--- config.mk ---
export PLATFORM = sky130hd
export DESIGN_NAME = updown_cnt_gen
export DESIGN_NICKNAME = d
export VERILOG_FILES = /design/src/rtl/updown_pkg.sv /design/src/rtl/updown_next.sv /design/src/rtl/updown_cnt_gen.sv
export SDC_FILE = /design/constraint.sdc
export NUM_CORES = 1
export LEC_CHECK = 0
export CORE_ASPECT_RATIO = 1.25
export CORE_MARGIN = 1
export CORE_UTILIZATION = 57
export CTS_CLUSTER_DIAMETER = 120
export DETAILED_ROUTE_END_ITERATION = 16
export PLACE_DENSITY = 0.82
export SETUP_SLACK_MARGIN = 0.05
export SLEW_MARGIN = 20
export SYNTH_ARGS = -nofsm -noshare
export SYNTH_HDL_FRONTEND = slang
export SYNTH_SLANG_ARGS = --single-unit
--- constraint.sdc ---
create_clock -name clk -period 6.2 [get_ports clk]
set_input_delay 1.86 -clock clk [delete_from_list [all_inputs] [get_ports clk]]
set_output_delay 1.86 -clock clk [all_outputs]
set_load 0.02 [all_outputs]
--- src/rtl/updown_pkg.sv ---
// Shared encodings for the parametrised up/down counter: mode select and direction state.
package updown_pkg;

  typedef enum logic [1:0] {
    MODE_UP     = 2'b00,
    MODE_DOWN   = 2'b01,
    MODE_BOUNCE = 2'b10,
    MODE_HOLD   = 2'b11
  } mode_e;

  localparam logic DIR_UP   = 1'b0;
  localparam logic DIR_DOWN = 1'b1;

endpackage

--- src/rtl/updown_next.sv ---
// Combinational step function: next count, direction and terminal-count flag for one
// enabled step, given the current state, mode, saturation select and limit.
module updown_next
  import updown_pkg::*;
#(
  parameter int unsigned WIDTH = 4
) (
  input  logic [WIDTH-1:0] out,
  input  logic             dir,
  input  logic [1:0]       mode,
  input  logic             sat,
  input  logic [WIDTH-1:0] limit,
  output logic [WIDTH-1:0] next_out,
  output logic             next_dir,
  output logic             next_tc
);

  logic [WIDTH-1:0] w_one;
  logic [WIDTH-1:0] w_zero;

  assign w_one  = {{(WIDTH-1){1'b0}}, 1'b1};
  assign w_zero = '0;

  always_comb begin
    next_out = out;
    next_dir = dir;
    next_tc  = 1'b0;
    // Limit lowered below the count: pull back into range, nothing else this step.
    if (out > limit) begin
      next_out = limit;
    end else begin
      case (mode)
        MODE_UP: begin
          if (out == limit) begin
            next_tc  = 1'b1;
            next_out = sat ? limit : w_zero;
          end else begin
            next_out = out + w_one;
          end
        end
        MODE_DOWN: begin
          if (out == w_zero) begin
            next_tc  = 1'b1;
            next_out = sat ? w_zero : limit;
          end else begin
            next_out = out - w_one;
          end
        end
        MODE_BOUNCE: begin
          if (dir == DIR_UP) begin
            if (out == limit) begin
              next_dir = DIR_DOWN;
              next_tc  = 1'b1;
              next_out = (limit == w_zero) ? w_zero : limit - w_one;
            end else begin
              next_out = out + w_one;
            end
          end else begin
            if (out == w_zero) begin
              next_dir = DIR_UP;
              next_tc  = 1'b1;
              next_out = (limit == w_zero) ? w_zero : w_one;
            end else begin
              next_out = out - w_one;
            end
          end
        end
        default: begin
          next_out = out;
        end
      endcase
    end
  end

endmodule

--- src/rtl/updown_cnt_gen.sv ---
// Parametrised up/down/bounce counter with enable, parallel load, wrap/saturate,
// runtime limit and a registered terminal-count pulse.
module updown_cnt_gen
  import updown_pkg::*;
#(
  parameter int unsigned WIDTH = 4
) (
  input  logic             clk,
  input  logic             reset,
  input  logic             en,
  input  logic             load,
  input  logic [WIDTH-1:0] load_val,
  input  logic [1:0]       mode,
  input  logic             sat,
  input  logic [WIDTH-1:0] limit,
  output logic [WIDTH-1:0] out,
  output logic             dir,
  output logic             tc
);

  logic [WIDTH-1:0] r_out;
  logic             r_dir;
  logic             r_tc;

  logic [WIDTH-1:0] w_next_out;
  logic             w_next_dir;
  logic             w_next_tc;
  logic [WIDTH-1:0] w_load_clamped;
  logic             w_bounce;

  assign w_load_clamped = (load_val > limit) ? limit : load_val;
  assign w_bounce       = (mode == MODE_BOUNCE);

  updown_next #(
    .WIDTH (WIDTH)
  ) u_next (
    .out      (r_out),
    .dir      (r_dir),
    .mode     (mode),
    .sat      (sat),
    .limit    (limit),
    .next_out (w_next_out),
    .next_dir (w_next_dir),
    .next_tc  (w_next_tc)
  );

  always_ff @(posedge clk) begin
    if (reset) begin
      r_out <= '0;
      r_dir <= DIR_UP;
      r_tc  <= 1'b0;
    end else if (load) begin
      r_out <= w_load_clamped;
      r_tc  <= 1'b0;
    end else begin
      // Outside bounce the direction is parked at UP so bounce always starts upward.
      if (en) begin
        r_out <= w_next_out;
        r_tc  <= w_next_tc;
        r_dir <= w_bounce ? w_next_dir : DIR_UP;
      end else begin
        r_tc  <= 1'b0;
        r_dir <= w_bounce ? r_dir : DIR_UP;
      end
    end
  end

  assign out = r_out;
  assign dir = r_dir;
  assign tc  = r_tc;

endmodule
==> out/results.ini <==
[run_status]
status = finished, final reports clean

[pwr]
cellLeakagePower_uw = 0.000541
power_frac_comb_pct = 62.1
power.switching_uw = 110
p_clk_share_pct = 15.0
power_density_nw_per_um2 = 180
p_seq_share_pct = 23.0
switching_share_pct = 45.4
intPower_uw = 133
ir_drop_mv = 0.221

[worst_setup_path]
start_kind = primary input
cp_cell_sequence = clkdlybuf4s50_1, inv_1, ha_1, and4_2, nor2_2, mux2i_1, mux2_2, o41ai_2
timing.rr.start = out[0]$_SDFFE_PP0P_
cp_data_arrival_time_ns = 4.55
critical-path-slowest-cell = clkdlybuf4s50_1
cp-end-kind = flop
cp_max_fo = 13
critical_path.max_stage_delay_ns = 0.64
critical_path_class = in -> reg
startpoint = limit[2]
crit_required_ns = 6.35

[sta]
timing_hold_violations_final = 0
fin_setup_tns_ns = 0
slew_viol_final = 0
maxSlewHeadroom_pct = 61.8
setup_ws_ns = 1.80
min_period_ns = 4.40
clock_skew_ns = 0.00855
fin_crit_sh_pct = 70.9
max_freq_mhz = 227
setup_viol = 0
rsz0062_at_grt = false
worst_pin_slew_ns = 0.573

[cells_and_area]
fillers = 170
regArea_sq_um = 120
layout_common_cells = clkdlybuf4s50_1, ha_1, inv_1, nor2_1, mux2i_1
areaGrowthSynthToFinish_pct = 13.8
multi_input_comb_area_sq_um = 936
n_antenna_cell = 0
final_nets = 190
final_common_cell = clkdlybuf4s50_1
final_cell_area_sq_um = 1350
drive_gt1_share_pct = 8.92

[clocking]
cts_buffers = 3
path_clk_slew_ns = 0.05
cts_setup_buffers = 0
root_buffer = clkbuf_4
h-tree-depth = 1
hold_buffers = 0
cts_tree = yes
cts_buffer_depth = 2
cts_resized = 0
clkSinkCount = 6
clkLatencyLatePin_ns = 0.25

[global_route]
grt_pass1_vias = 1123
grt.overflow.total = 0
grt_max_degree = 14
track_usage_pct = 28.3
grt_pass1_wl_mm = 4.92
antenna_found_initial = 0

[detailed_routing]
via_per_inst = 6.97
drt_iter0_drc = 38
totalWireLength_mm = 3.16
ant_nets = 0
dr.pass1.iters = 5
num_vias = 1233
route.detailed.drc = 0
post_drt_wl_per_cell_um = 17.9

[floorplanning]
die_area_sq_um = 2260
io_pins = 21
die_y_um = 52.9
initial_core_util_pct = 60.3
core-area_sq_um = 1960
die_w_um = 42.7
row_count = 18

[hold_path]
min_from = dir$_SDFFE_PP0P_
min_path_type = reg -> reg

[place]
dpl.hpwl_mm = 2.43
dpl_cell_area_sq_um = 1320
place.port_buffers = 20
dp_worst_setup_slack_ns = 1.57
gp_congestion = 0.925

[synthesis]
synth.area.top_cells = ha_1, dfxtp_1, mux2i_1, buf_6, inv_1
synth.net_count = 175
ys_seq_area_share_pct = 10.2
synth.avg_cell_area_sq_um = 8.21
netlist.area_leader.share_pct = 16.9
ys_ff_latch = 6
synth_warnings = 0
syn_area_sq_um = 1180
synth_cells = 144
yosysTopAreaCell = ha_1
ys_types = 50

[run]
drv_cap = 0

-- area by class of cell --
class / instances / area share (%)
multi-input cells: 117 / 69.6
repair buffers: 20 / 14.9
flip-flops and latches: 6 / 8.93
inverters: 11 / 3.07
well taps: 20 / 1.86
clock buffers: 3 / 1.67
-- path summary, 6_finish.rpt --
check / slack (ns) / endpoint / depth (start not counted)
min: 0.57 / dir$_SDFFE_PP0P_ / 2
min reg2reg: 0.57 / dir$_SDFFE_PP0P_ / 2
max: 1.80 / out[3]$_SDFFE_PP0P_ / 8
max reg2reg: 3.57 / out[3]$_SDFFE_PP0P_ / 7
-- through the flow --
step / total power (uW) / hold slack (ns) / utilization (%) / cells
floorplan: 167 / 0.577 / - / 144
CTS: 239 / 0.570 / 68.6 / 177
global route: 257 / 0.617 / 68.6 / 177
global placement: 199 / 0.546 / 67.5 / 174
finish: 243 / 0.573 / 68.6 / 177
detailed placement: 204 / 0.563 / 67.5 / 174
-- critical path, delay by kind of cell --
family,cells,cell delay [ns]
adder cells (fa/ha/maj),1,0.35
AO/OA/AOI/OAI,1,0.27
multiplexers,2,0.45
buffers and inverters,2,0.77
AND/OR/NAND/NOR,2,0.84
-- power by group through the flow --
stage / registers [uW] / logic [uW] / clock network (uW)
floorplan: 52.6 / 114 / 0
global placement: 55.5 / 144 / 0
detailed placement: 55.7 / 148 / 0
CTS: 55.1 / 148 / 35.9
global route: 56.0 / 164 / 37.2
finish: 55.7 / 151 / 36.4
-- cells in the mapped netlist (all sizes together) --
master and n:
o31ai 1, nor4 2, clkbuf 2, and4b 1, a211oi 4, nand2 4, o311ai 1, a21o 3
nor2 9, a311oi 4, a31oi 1, nor3b 3, buf 8, o21ba 1, ha 16, dfxtp 6
o41ai 1, o22ai 2, a21oi 5, a31o 1, or4 1, nor3 5, or3 1, inv 11
o21ai 12, nor4b 1, and2 1, a211o 3, nand4b 2, xnor2 1, nand4 3, nand3 2
mux2 1, mux2i 7, and4 1, nand3b 5, a2111oi 2, nand2b 5, a222oi 1, xor2 1
o221ai 1, nor2b 2
-- cell families (layout without fill, tap and decap cells) --
kind of cell	count (synthesis)	after routing	synth area share (%)
buffers and inverters	21	34	10.7
XOR/XNOR	2	2	1.48
AND/OR/NAND/NOR	48	48	26.1
adder cells (fa/ha/maj)	16	16	16.9
AO/OA/AOI/OAI	43	43	27.7
flip-flops	6	6	10.2
multiplexers	8	8	6.88
-- registers in the layout, summed over array words and instances (netlist names) --
signal  flops
dir         1
out         4
tc          1
-- per-layer routing --
layer | vias to the layer above | routed length [um] | GRT usage (%)
li1 | 576 | - | -
met1 | 566 | 1220 | 34.2
met2 | 82 | 1580 | 51.3
met3 | 9 | 305 | 3.75
met4 | 0 | 57 | 8.33
met5 | - | 0 | 0
Power figures use the tool's default switching activity.
